`src/rtl/download_pkg.sv`:
```
// Shared types and constants for the HPS download -> DDR3 writer.
package download_pkg;

  typedef enum logic [1:0] {
    IDLE,
    ACTIVE,
    DRAIN
  } state_t;

  localparam int unsigned LANES      = 4;
  localparam int unsigned WORD_BYTES = 8;

  // One 64-bit DDR word; addr is a word (not byte) address, zero-extended.
  typedef struct packed {
    logic [31:0]             addr;
    logic [WORD_BYTES-1:0]   mask;
    logic [WORD_BYTES*8-1:0] data;
  } ddr_word_t;

endpackage

```
`src/rtl/word_assembler.sv`:
```
// Packs 16-bit download words into one 64-bit assembly word with byte mask.
// Reports lane-3 (full) and word-address change (addr_mismatch); out_word is
// the word that leaves the assembler when the top decides to move it.
module word_assembler
  import download_pkg::*;
#(
  parameter int unsigned ADDR_WIDTH = 25
) (
  input  logic                  clock,
  input  logic                  reset_n,
  input  logic                  clear,
  input  logic                  wr,
  input  logic                  flush,
  input  logic [ADDR_WIDTH-1:0] addr,
  input  logic [15:0]           dout,
  output logic                  asm_valid,
  output logic                  full,
  output logic                  addr_mismatch,
  output ddr_word_t             out_word
);

  localparam int unsigned WA_WIDTH = ADDR_WIDTH - 3;

  logic [$clog2(LANES)-1:0] lane;
  logic [WA_WIDTH-1:0]      word_addr;
  logic                     unused_addr_bit;

  logic [WORD_BYTES*8-1:0]  asm_data, asm_data_nx, merged_data;
  logic [WORD_BYTES-1:0]    asm_mask, asm_mask_nx, merged_mask;
  logic [WA_WIDTH-1:0]      asm_addr, asm_addr_nx;
  logic                     asm_valid_nx;

  assign lane            = addr[2:1];
  assign word_addr       = addr[ADDR_WIDTH-1:3];
  assign unused_addr_bit = addr[0];
  assign addr_mismatch   = asm_valid && (word_addr != asm_addr);
  assign full            = (lane == 2'd3);

  // Merge the incoming lane into the current word, or into an empty word on a jump
  always_comb begin
    merged_data = (asm_valid && !addr_mismatch) ? asm_data : '0;
    merged_mask = (asm_valid && !addr_mismatch) ? asm_mask : '0;
    merged_data[{lane, 4'b0000} +: 16] = dout;
    merged_mask = merged_mask | (WORD_BYTES'(2'b11) << {lane, 1'b0});
  end

  // Outgoing word: the merged word on lane-3 completion, otherwise the held word
  always_comb begin
    out_word = '0;
    if (wr && !addr_mismatch) begin
      out_word.addr = 32'(word_addr);
      out_word.mask = merged_mask;
      out_word.data = merged_data;
    end else begin
      out_word.addr = 32'(asm_addr);
      out_word.mask = asm_mask;
      out_word.data = asm_data;
    end
  end

  // Next assembly contents; a jump that lands on lane 3 keeps that lane held
  // because the old word already occupies the single pending slot
  always_comb begin
    asm_data_nx  = asm_data;
    asm_mask_nx  = asm_mask;
    asm_addr_nx  = asm_addr;
    asm_valid_nx = asm_valid;
    if (clear) begin
      asm_data_nx  = '0;
      asm_mask_nx  = '0;
      asm_addr_nx  = '0;
      asm_valid_nx = 1'b0;
    end else if (wr) begin
      if (full && !addr_mismatch) begin
        asm_data_nx  = '0;
        asm_mask_nx  = '0;
        asm_addr_nx  = '0;
        asm_valid_nx = 1'b0;
      end else begin
        asm_data_nx  = merged_data;
        asm_mask_nx  = merged_mask;
        asm_addr_nx  = word_addr;
        asm_valid_nx = 1'b1;
      end
    end else if (flush && asm_valid) begin
      asm_data_nx  = '0;
      asm_mask_nx  = '0;
      asm_addr_nx  = '0;
      asm_valid_nx = 1'b0;
    end
  end

  // Assembly register
  always_ff @(posedge clock) begin
    if (!reset_n) begin
      asm_data  <= '0;
      asm_mask  <= '0;
      asm_addr  <= '0;
      asm_valid <= 1'b0;
    end else begin
      asm_data  <= asm_data_nx;
      asm_mask  <= asm_mask_nx;
      asm_addr  <= asm_addr_nx;
      asm_valid <= asm_valid_nx;
    end
  end

endmodule

```
`src/rtl/download_ddr_writer.sv`:
```
// HPS ROM download responder: packs ioctl words into 64-bit DDR3 writes.
// Optional feature macro: DOWNLOAD_CHECKSUM_EN (16-bit running sum on checksum).
module download_ddr_writer
  import download_pkg::*;
#(
  parameter logic [31:0] BASE_ADDR  = 32'h3000_0000,
  parameter int unsigned ADDR_WIDTH = 25
) (
  input  logic                  clock,
  input  logic                  reset_n,
  input  logic                  download_cs,
  input  logic                  download_wr,
  input  logic [ADDR_WIDTH-1:0] download_addr,
  input  logic [15:0]           download_dout,
  output logic                  download_wait,
  output logic                  download_done,
  output logic [15:0]           checksum,
  output logic                  ddr_wr,
  output logic [31:0]           ddr_addr,
  output logic [7:0]            ddr_mask,
  output logic [63:0]           ddr_din,
  output logic [7:0]            ddr_burstLength,
  input  logic                  ddr_waitReq
);

  state_t    state, state_nx;
  logic      cs_q;
  logic      clear, done;
  logic      wr_acc, flush, load;
  logic      asm_valid, full, addr_mismatch;
  ddr_word_t out_word, pend;
  logic      pend_valid;

  // Strobes are only taken in ACTIVE with wait low; anything else is dropped
  assign wr_acc = download_wr && !download_wait && (state == ACTIVE);
  assign flush  = (state == DRAIN) && asm_valid && !pend_valid;
  assign load   = (wr_acc && (full || addr_mismatch)) || flush;

  word_assembler #(
    .ADDR_WIDTH (ADDR_WIDTH)
  ) u_asm (
    .clock         (clock),
    .reset_n       (reset_n),
    .clear         (clear),
    .wr            (wr_acc),
    .flush         (flush),
    .addr          (download_addr),
    .dout          (download_dout),
    .asm_valid     (asm_valid),
    .full          (full),
    .addr_mismatch (addr_mismatch),
    .out_word      (out_word)
  );

  // State register and download_cs edge history
  always_ff @(posedge clock) begin
    if (!reset_n) begin
      state <= IDLE;
      cs_q  <= 1'b0;
    end else begin
      state <= state_nx;
      cs_q  <= download_cs;
    end
  end

  // Next state, assembly/checksum clear and done pulse
  always_comb begin
    state_nx = state;
    clear    = 1'b0;
    done     = 1'b0;
    unique case (state)
      IDLE: begin
        if (download_cs && !cs_q) begin
          state_nx = ACTIVE;
          clear    = 1'b1;
        end
      end
      ACTIVE: begin
        if (!download_cs) state_nx = DRAIN;
      end
      DRAIN: begin
        if (!asm_valid && !pend_valid) begin
          done = 1'b1;
          if (download_cs) begin
            state_nx = ACTIVE;
            clear    = 1'b1;
          end else begin
            state_nx = IDLE;
          end
        end
      end
      default: state_nx = IDLE;
    endcase
  end

  // Pending word toward DDR; only loaded while empty, since wait blocks strobes
  always_ff @(posedge clock) begin
    if (!reset_n) begin
      pend       <= '0;
      pend_valid <= 1'b0;
    end else if (load) begin
      pend       <= out_word;
      pend_valid <= 1'b1;
    end else if (pend_valid && !ddr_waitReq) begin
      pend_valid <= 1'b0;
    end
  end

  assign download_wait   = pend_valid || (state == DRAIN);
  assign download_done   = done;
  assign ddr_wr          = pend_valid;
  assign ddr_addr        = pend_valid ? (BASE_ADDR + (pend.addr << 3)) : '0;
  assign ddr_mask        = pend_valid ? pend.mask : '0;
  assign ddr_din         = pend_valid ? pend.data : '0;
  assign ddr_burstLength = 8'd1;

`ifdef DOWNLOAD_CHECKSUM_EN
  logic [15:0] sum;

  // Running mod-2^16 sum of accepted words, frozen once DRAIN is entered
  always_ff @(posedge clock) begin
    if (!reset_n) begin
      sum <= '0;
    end else if (clear) begin
      sum <= '0;
    end else if (wr_acc) begin
      sum <= sum + download_dout;
    end
  end

  assign checksum = sum;
`else
  assign checksum = '0;
`endif

endmodule

```
`config.mk`:
```
export PLATFORM = sky130hd
export DESIGN_NAME = download_ddr_writer
export DESIGN_NICKNAME = d
export VERILOG_FILES = /design/src/rtl/download_pkg.sv /design/src/rtl/word_assembler.sv /design/src/rtl/download_ddr_writer.sv
export SDC_FILE = /design/constraint.sdc
export NUM_CORES = 1
export LEC_CHECK = 0
export ABC_AREA = 1
export BUFFER_PORTS_ARGS = -buffer_cell sky130_fd_sc_hd__buf_2
export CAP_MARGIN = 20
export CORE_UTILIZATION = 30
export CTS_BUF_LIST = sky130_fd_sc_hd__clkbuf_16
export CTS_CLUSTER_DIAMETER = 40
export DETAILED_ROUTE_END_ITERATION = 10
export PLACE_DENSITY = 0.56
export SKIP_LAST_GASP = 1
export SYNTH_ARGS = -nofsm -noshare
export SYNTH_HDL_FRONTEND = slang
export SYNTH_HIERARCHICAL = 1
export SYNTH_SLANG_ARGS = --single-unit
```
`constraint.sdc`:
```
create_clock -name clock -period 5.77 [get_ports clock]
set_clock_uncertainty 0.2 [all_clocks]
set_input_delay 0.2885 -clock clock [delete_from_list [all_inputs] [get_ports clock]]
set_output_delay 0.2885 -clock clock [all_outputs]
set_load 0.005 [all_outputs]
```
* Word-level counts from Yosys, hierarchy flattened
Index checks and enable logic that the tools add are counted.
** Word-level totals
- Output and inout port bits :: 131
- Bits of input ports :: 46
- Register bits :: 193
** Cells by class
- Bitwise operators :: 2
- $add $sub $neg :: 2
- Reductions and logical operators :: 27
- Eq/ne operators :: 7
- Mux-type cells :: 32
- Shift-type cells :: 3
** Operator list (count)
- 2-to-1 mux 64 bit :: 5
- 2-to-1 mux 94 bit :: 1
- 2-to-1 mux 22 bit :: 3
- bitwise mux 64 bit :: 1
- variable shift 16 x 8 -> 64 bit, first input constant :: 1
- variable part select 16 x 8 -> 64 bit :: 1
- 2-to-1 mux 8 bit :: 5
- 2-to-1 mux 32 bit :: 1
- adder 30 x 25 -> 31 bit, first input constant :: 1
- inequality test 22 bit :: 1
- logical AND 1 bit :: 13
- 2-to-1 mux 1 bit :: 11
- negation 6 -> 8 bit :: 1
- bitwise OR 8 bit :: 1
- << shifter 2 x 3 -> 8 bit, first input constant :: 1
- logical NOT 1 bit :: 6
- 2-to-1 mux 2 bit :: 3
- inequality test 2 bit, second input constant :: 3
- one-hot mux 2 bit (3 select lines) :: 1
- equality test 2 bit, second input constant :: 2
- nonzero test 2 bit :: 2
- logical OR 1 bit :: 3
- AND reduction 3 bit :: 1
- equality test 2 x 1 -> 1 bit, second input constant :: 1
- 4 further kinds :: 4

* Longest topological paths before layout
Gate-level depths: netlist (run 1).
- Depth after elaboration :: 8
- Gate-level depth with buffers :: 17
- Gate-level depth less buffers :: 15

* Cells and area by module
The synthesis (run 1) kept the hierarchy.
** Modules (own cells, without submodules)
- word_assembler :: cells each 1196, area each 6687.7 sq um, times used 1
- download_ddr_writer :: cells each 945, area each 5708.0 sq um, times used 1

* Least setup slack after synthesis (run 1)
Ideal clock, no wire load.
- Kind :: input port to flip-flop
- Start :: input port download_addr[1]
- End :: register pend[6] (netlist name)
- Setup slack :: 3242 ps
- Stages on the path :: 13
- Arrival :: 2264 ps
- Library setup time :: 64 ps
- Cells stage by stage :: clkinv_1 > buf_1 > ha_1 > clkbuf_1 > nand2_1 > nor3_1 > buf_2 > nand2_1 > nand2_1 > nand2_1 > o21ai_0 > a21oi_1 > nor2_1
** RTL lines
- from (decl) :: RTL line download_ddr_writer.sv:13 : input logic [ADDR_WIDTH-1:0] download_addr,
- to (signal assigned) :: RTL line download_ddr_writer.sv:102 : pend <= out_word;
- to (decl) :: RTL line download_ddr_writer.sv:31 : ddr_word_t out_word, pend;

* Worst setup path after layout (run 1)
- Start :: register pend_valid (netlist: ddr_wr)
- End :: register pend[31] (netlist name)
** On the way
- Cells in the longest elaborated chain, start to end :: 6
- Elaborated cells between the ends (all ways) :: 10
- Those cells by class :: 1 x mux; 9 x reduce/logical
** RTL lines
- from (decl) :: RTL line download_ddr_writer.sv:32 : logic pend_valid;
- from (signal assigned) :: RTL line download_ddr_writer.sv:100 : pend_valid <= 1'b0;
- from (signal assigned) :: RTL line download_ddr_writer.sv:103 : pend_valid <= 1'b1;
- from (signal assigned) :: RTL line download_ddr_writer.sv:105 : pend_valid <= 1'b0;
- logical OR 1 bit :: RTL line download_ddr_writer.sv:109 : assign download_wait = pend_valid || (state == DRAIN);
- logical NOT 1 bit :: RTL line download_ddr_writer.sv:35 : assign wr_acc = download_wr && !download_wait && (state == ACTIVE);
- logical AND 1 bit (2 in series) :: RTL line download_ddr_writer.sv:35
- logical AND 1 bit (on tied branches) :: RTL line word_assembler.sv:50, download_ddr_writer.sv:37
- 2-to-1 mux 94 bit / logical OR 1 bit (equally long branches) :: RTL line word_assembler.sv:50, download_ddr_writer.sv:37
Parallel ways exist; a longest one is shown, timed or not.
A chain may end at the register's enable or synchronous reset.

==> results of run 1 <==
-- cell type report --
cell class                      instances  area [um2]  share of cell area [%]
Tap cell                              532         666                    4.77
Inverter                              325        1220                    8.74
Sequential cell                       200        4010                    28.7
Timing Repair Buffer                  188        1140                    8.21
Clock inverter                         15         143                    1.02
Multi-Input combinational cell       1453        6340                    45.5
Clock buffer                           17         425                    3.05
-- power breakdown --
group	total (uW)	switching [uW]	leakage (uW)	internal, uW
logic	299	215	0.00544	83.7
clock network	1210	603	0.000270	603
registers	1420	15.9	0.00162	1400
total	2920	834	0.00733	2090
-- per-layer routing --
metal  vias up  wire, um
li1       6577         -
met1      5856     18300
met2       334     16900
met3        54      1800
met4         2       851
met5         -        17
-- worst paths after layout --
path                                     end  slack [ns]  cells past startpoint
max                    pend[31]$_SDFFE_PN0P_        2.31                      6
min           u_asm/asm_data[2]$_SDFFE_PP0P_        0.05                      5
min reg2reg  u_asm/asm_data[14]$_SDFFE_PP0P_        0.27                      2
max reg2reg            pend[31]$_SDFFE_PN0P_        2.31                      6
-- layout by cell type, fill, tap and decap left out, drive strengths merged --
cell / count
a21boi: 1
a21oi: 200
and2: 1
and3: 1
buf: 164
bufinv: 1
clkbuf: 17
clkinv: 9
clkinvlp: 3
conb: 34
dfxtp: 200
dlygate4sd3: 24
ha: 9
inv: 327
nand2: 713
nand3: 123
nand4: 72
nor2: 207
nor3: 2
nor4: 1
o21ai: 86
xnor2: 2
xor2: 1
-- per-stage QoR --
stage | cells | instance area, um2 | setup slack (ns)
4_1_cts | 2729 | 13900 | 2.27
6_report | 2730 | 14000 | 2.31
3_5_place_dp | 2673 | 13100 | 1.99
3_3_place_gp | 2673 | 13100 | 2.04
2_1_floorplan | 2169 | 12500 | 3.24
5_1_grt | 2730 | 14000 | 1.98
-- flip-flops by register name, summed over array words and instances (netlist names) --
register         cells
pend               101
u_asm/asm_mask       8
u_asm/asm_addr      22
ddr_wr               1
cs_q                 1
u_asm/asm_data      64
u_asm/asm_valid      1
state                2
-- what timing repair did --
action | in CTS | in global routing
hold endpoints to repair | 34 | 0
hold buffers | 24 | 0
gates resized for setup | 0 | 0
-- worst max-delay path, cell delays in order (launching register included) --
cell	delay, ns
dfxtp_4	0.58
inv_2	0.17
nand3_4	0.69
buf_4	0.60
buf_4	0.73
a21oi_1	0.25
nor2_1	0.14
==> qor.txt, run 1 <==
Final Max Tran Viols: 0
Dpl hpwl: 23400 um
GR peak layer: met2
Post-DRT Antenna Nets: 0
Met3 Use GR: 2.69%
Power density cells: 210 nW/um2
Max Clk Rate: 289 MHz
Minimum clock period: 3.46 ns
Fin util: 34.2%
Ant diodes: 0
Met2 Track Usage GR: 29.2%
Critical path class: flop to flop
CTS tree: yes
Total power: 2920 uW
CP Launch Type: flop
Worst Setup SP: ddr_wr$_SDFFE_PN0P_
I/O pin count: 177
Grt ovf: 0
Drt total wl: 37900 um
First-pass GRT wire length: 61100 um
FF-to-FF Start: ddr_wr$_SDFFE_PN0P_
Via count: 12800
Fin Setup TNS: 0 ns
Critical path required time: 5.98 ns
Met1 Track Usage GR: 24.5%
Worst setup EP type: flop
Nets: 2240
Min-delay worst type: input port to flop
Clk_lat worst skew: 0.47 ns
DRC violations left: 0
Post-CTS Setup Repair Bufs: 0
RSZ-0062 raised after global routing: no
Placer congestion estimate: 0.825
Final setup viols: 0
Pleak: 0.00733 uW
CTS Buf Count: 17
Row Count: 74
Port-buffer cells: 148
Clk buf depth: 2
Status: finished, final reports clean
Clk root buf: clkbuf_16
Vias per cell: 4.70
Relative slew slack: 31.8%
Initial antenna violation count: 1
Layout cells sized above 1: 9.74%
Die Y: 205 um
VDD IR max: 0.000175 V
Die Footprint: 42100 um2
CTS H-Tree Depth: 4
Starting Density: 30.4%
Synthesis Warnings: 6
Post-synthesis cell area: 12400 um2
CTS sink count: 200
Drt initial violations: 1020
Global router's overall resource usage: 18.1%
Largest net degree at the start of global routing: 84
Core ar.: 40700 um2
Clock slew at reported path FFs: 0.08 ns
Layout area overhead: 12.8%
Period utilization: 59.9%
Slew @ Worst Pin: 1.02 ns
CP Max Fanout: 77
Syn_area_per_cell: 5.79 um2
Max Cap Viol: 0
Final Hold Viols: 0
Hold path start: download_dout[2]
Worst hold margin: 0.0547 ns
Cell count after synthesis: 2138
Router iterations before antenna repair: 5
WL/cell: 13.9 um
Number of global-route vias before repair: 11700
Die width: 205 um
Number of fill cells: 4538
Crit path DAT: 3.67 ns
(Power assumes the default switching activity.)
==> run 2: changes to the inputs <==
- PLACE_DENSITY: 0.56 -> 0.58
- clock period: 5.77 -> 3.05 ns (I/O delays scaled with it)
==> run 2 against run 1 <==
Effect of this change:
- sequential power is 89% higher
- largest cell class unchanged
- critical endpoint is now pend[86]$_SDFFE_PN0P_
- final area is 2.7% higher
- cell count is 1.2% higher
- highest routed layer unchanged
- critical path depth up 9
==> qor.txt, run 2 (synthesized netlist as in run 1, its figures left out) <==
GR peak layer: met2
Worst hold margin: 0.0499 ns
Largest net degree at the start of global routing: 116
Die width: 205 um
Fin cells: 2763
Final Worst Setup Slack: 0.433 ns
Most frequent cell on the critical path: nand2_1
Router iterations before antenna repair: 5
CP Max Fanout: 40
Min-delay worst type: input port to flop
WL/cell: 13.6 um
Slowest-stage cell, CP: buf_4
Global router's overall resource usage: 17.6%
Core ar.: 40700 um2
Biggest register: pend
Clk buf depth: 2
CP cell instances: inv_1, nand2_1, nand2_1, nor2_1, nand2_1, nor2_1, nand3_1, nand2_1, inv_2, nor2_8, buf_4, nand2_1, o21ai_1, a21oi_1, nor2_1
R2r setup slk: 0.43 ns
Relative slew slack: 39.8%
Worst setup EP type: flop
Max reg flops: 101
DRC violations left: 0
Slew @ Worst Pin: 0.902 ns
Dpl hpwl: 24100 um
Worst Hold Path Cells: 7
Layout area overhead: 15.7%
CTS tree: yes
Max Cap Viol: 0
Pleak: 0.00752 uW
Via count: 12900
Nets: 2274
Area after DPL: 13300 um2
Status: finished, final reports clean
Crit-path max cell delay: 0.45 ns
Post-CTS Resized: 0
Post-DRT Antenna Nets: 0
Drt total wl: 37700 um
Layout cells sized above 1: 10.3%
Max Clk Rate: 382 MHz
Reg2Reg Depth: 15
Final Hold Viols: 0
FF-to-FF Start: u_asm/asm_addr[14]$_SDFFE_PP0P_
Worst r2r dst: pend[86]$_SDFFE_PN0P_
First-pass GRT wire length: 59800 um
Clk_lat worst skew: 0.46 ns
CTS Buf Count: 17
Final Max Tran Viols: 0
Crit path DAT: 2.80 ns
Initial antenna violation count: 2
Die Footprint: 42100 um2
Period utilization: 85.8%
Critical path class: flop to flop
Drt initial violations: 956
Pre-CTS WS: 0.443 ns
Met2 Track Usage GR: 28.0%
Starting Density: 30.4%
Row Count: 74
Ant diodes: 0
CTS H-Tree Depth: 4
Final setup viols: 0
Largest regs: pend: 101 flops, u_asm/asm_data: 64 flops, u_asm/asm_addr: 22 flops
Most frequent cells in the layout: 712 x nand2_1, 317 x inv_1, 203 x nor2_1
Met1 Track Usage GR: 23.8%
Met3 Use GR: 2.97%
CTS sink count: 200
Number of global-route vias before repair: 11600
Hold path start: download_addr[1]
Clock slew at reported path FFs: 0.08 ns
Most common cell after layout, fill and taps aside: nand2_1
Die Y: 205 um
Vias per cell: 4.67
Port-buffer cells: 148
Placed insts: 2690
CP Launch Type: flop
Worst Hold Endpoint: u_asm/asm_data[54]$_SDFFE_PP0P_
Critical path required time: 3.24 ns
Minimum clock period: 2.62 ns
Power density cells: 388 nW/um2
Grt ovf: 0
VDD IR max: 0.000250 V
RSZ-0062 raised after global routing: no
Fin Setup TNS: 0 ns
Clk root buf: clkbuf_16
Finished Cell Area: 14300 um2
Placer congestion estimate: 0.859
I/O pin count: 177
[run 2: cell types whose count changed in the layout (fill, tap and decap cells not counted), sizes merged]
cell	before	now
buf	164	180
bufinv	1	0
clkinv	9	5
clkinvlp	3	2
dlygate4sd3	24	42
inv	327	332
[run 2: how the worst max path moves through the flow]
stage,start,depth (start not counted),end,slack [ns]
final,u_asm/asm_addr[14]$_SDFFE_PP0P_,15,pend[86]$_SDFFE_PN0P_,0.43
after global placement,u_asm/asm_addr[14]$_SDFFE_PP0P_,16,pend[20]$_SDFFE_PN0P_,0.48
after detailed placement,u_asm/asm_addr[14]$_SDFFE_PP0P_,15,pend[86]$_SDFFE_PN0P_,0.44
after floorplan,download_addr[1],13,pend[6]$_SDFFE_PN0P_,0.66
after global routing,u_asm/asm_addr[14]$_SDFFE_PP0P_,16,pend[29]$_SDFFE_PN0P_,0.18
after CTS,u_asm/asm_addr[14]$_SDFFE_PP0P_,15,pend[86]$_SDFFE_PN0P_,0.42
[run 2: routing by layer]
metal | wire, um | part of all wire (%)
met1 | 17800 | 47
met2 | 17000 | 45
met3 | 1770 | 4.7
met4 | 1030 | 2.7
met5 | 31 | 0.082
[run 2: through the flow]
| stage | total power, uW | util (%) |
|---|---|---|
| floorplan | 3140 | - |
| global placement | 3290 | 32.7 |
| detailed placement | 3300 | 32.7 |
| CTS | 5620 | 35.2 |
| global route | 5770 | 35.2 |
| finish | 5550 | 35.2 |
[run 2: final cells by class]
class | count | area (um2)
clock inverters | 14 | 134
multi-input cells | 1453 | 6340
fillers | 4456 | 26400
clock buffers | 17 | 425
repair buffers | 222 | 1530
flip-flops and latches | 200 | 4010
inverters | 325 | 1220
well taps | 532 | 666
[run 2: where the power goes]
part	internal [uW]	total [uW]	switching [uW]
logic	191	601	410
registers	2660	2680	29.1
clock network	1080	2260	1180
[run 2: critical path: cells and delay by family, from the launching register on]
| family | cells | cell delay [ns] |
|---|---|---|
| AOI/OAI and AO/OA | 2 | 0.16 |
| and+or+nand+nor | 10 | 1.22 |
| buffers and inverters | 3 | 0.60 |
| DFF | 1 | 0.36 |
[run 2: timing repair]
action / in CTS / in global routing
buffers inserted: 0 / 0
hold buffers: 42 / 0
hold endpoints to repair: 88 / 0
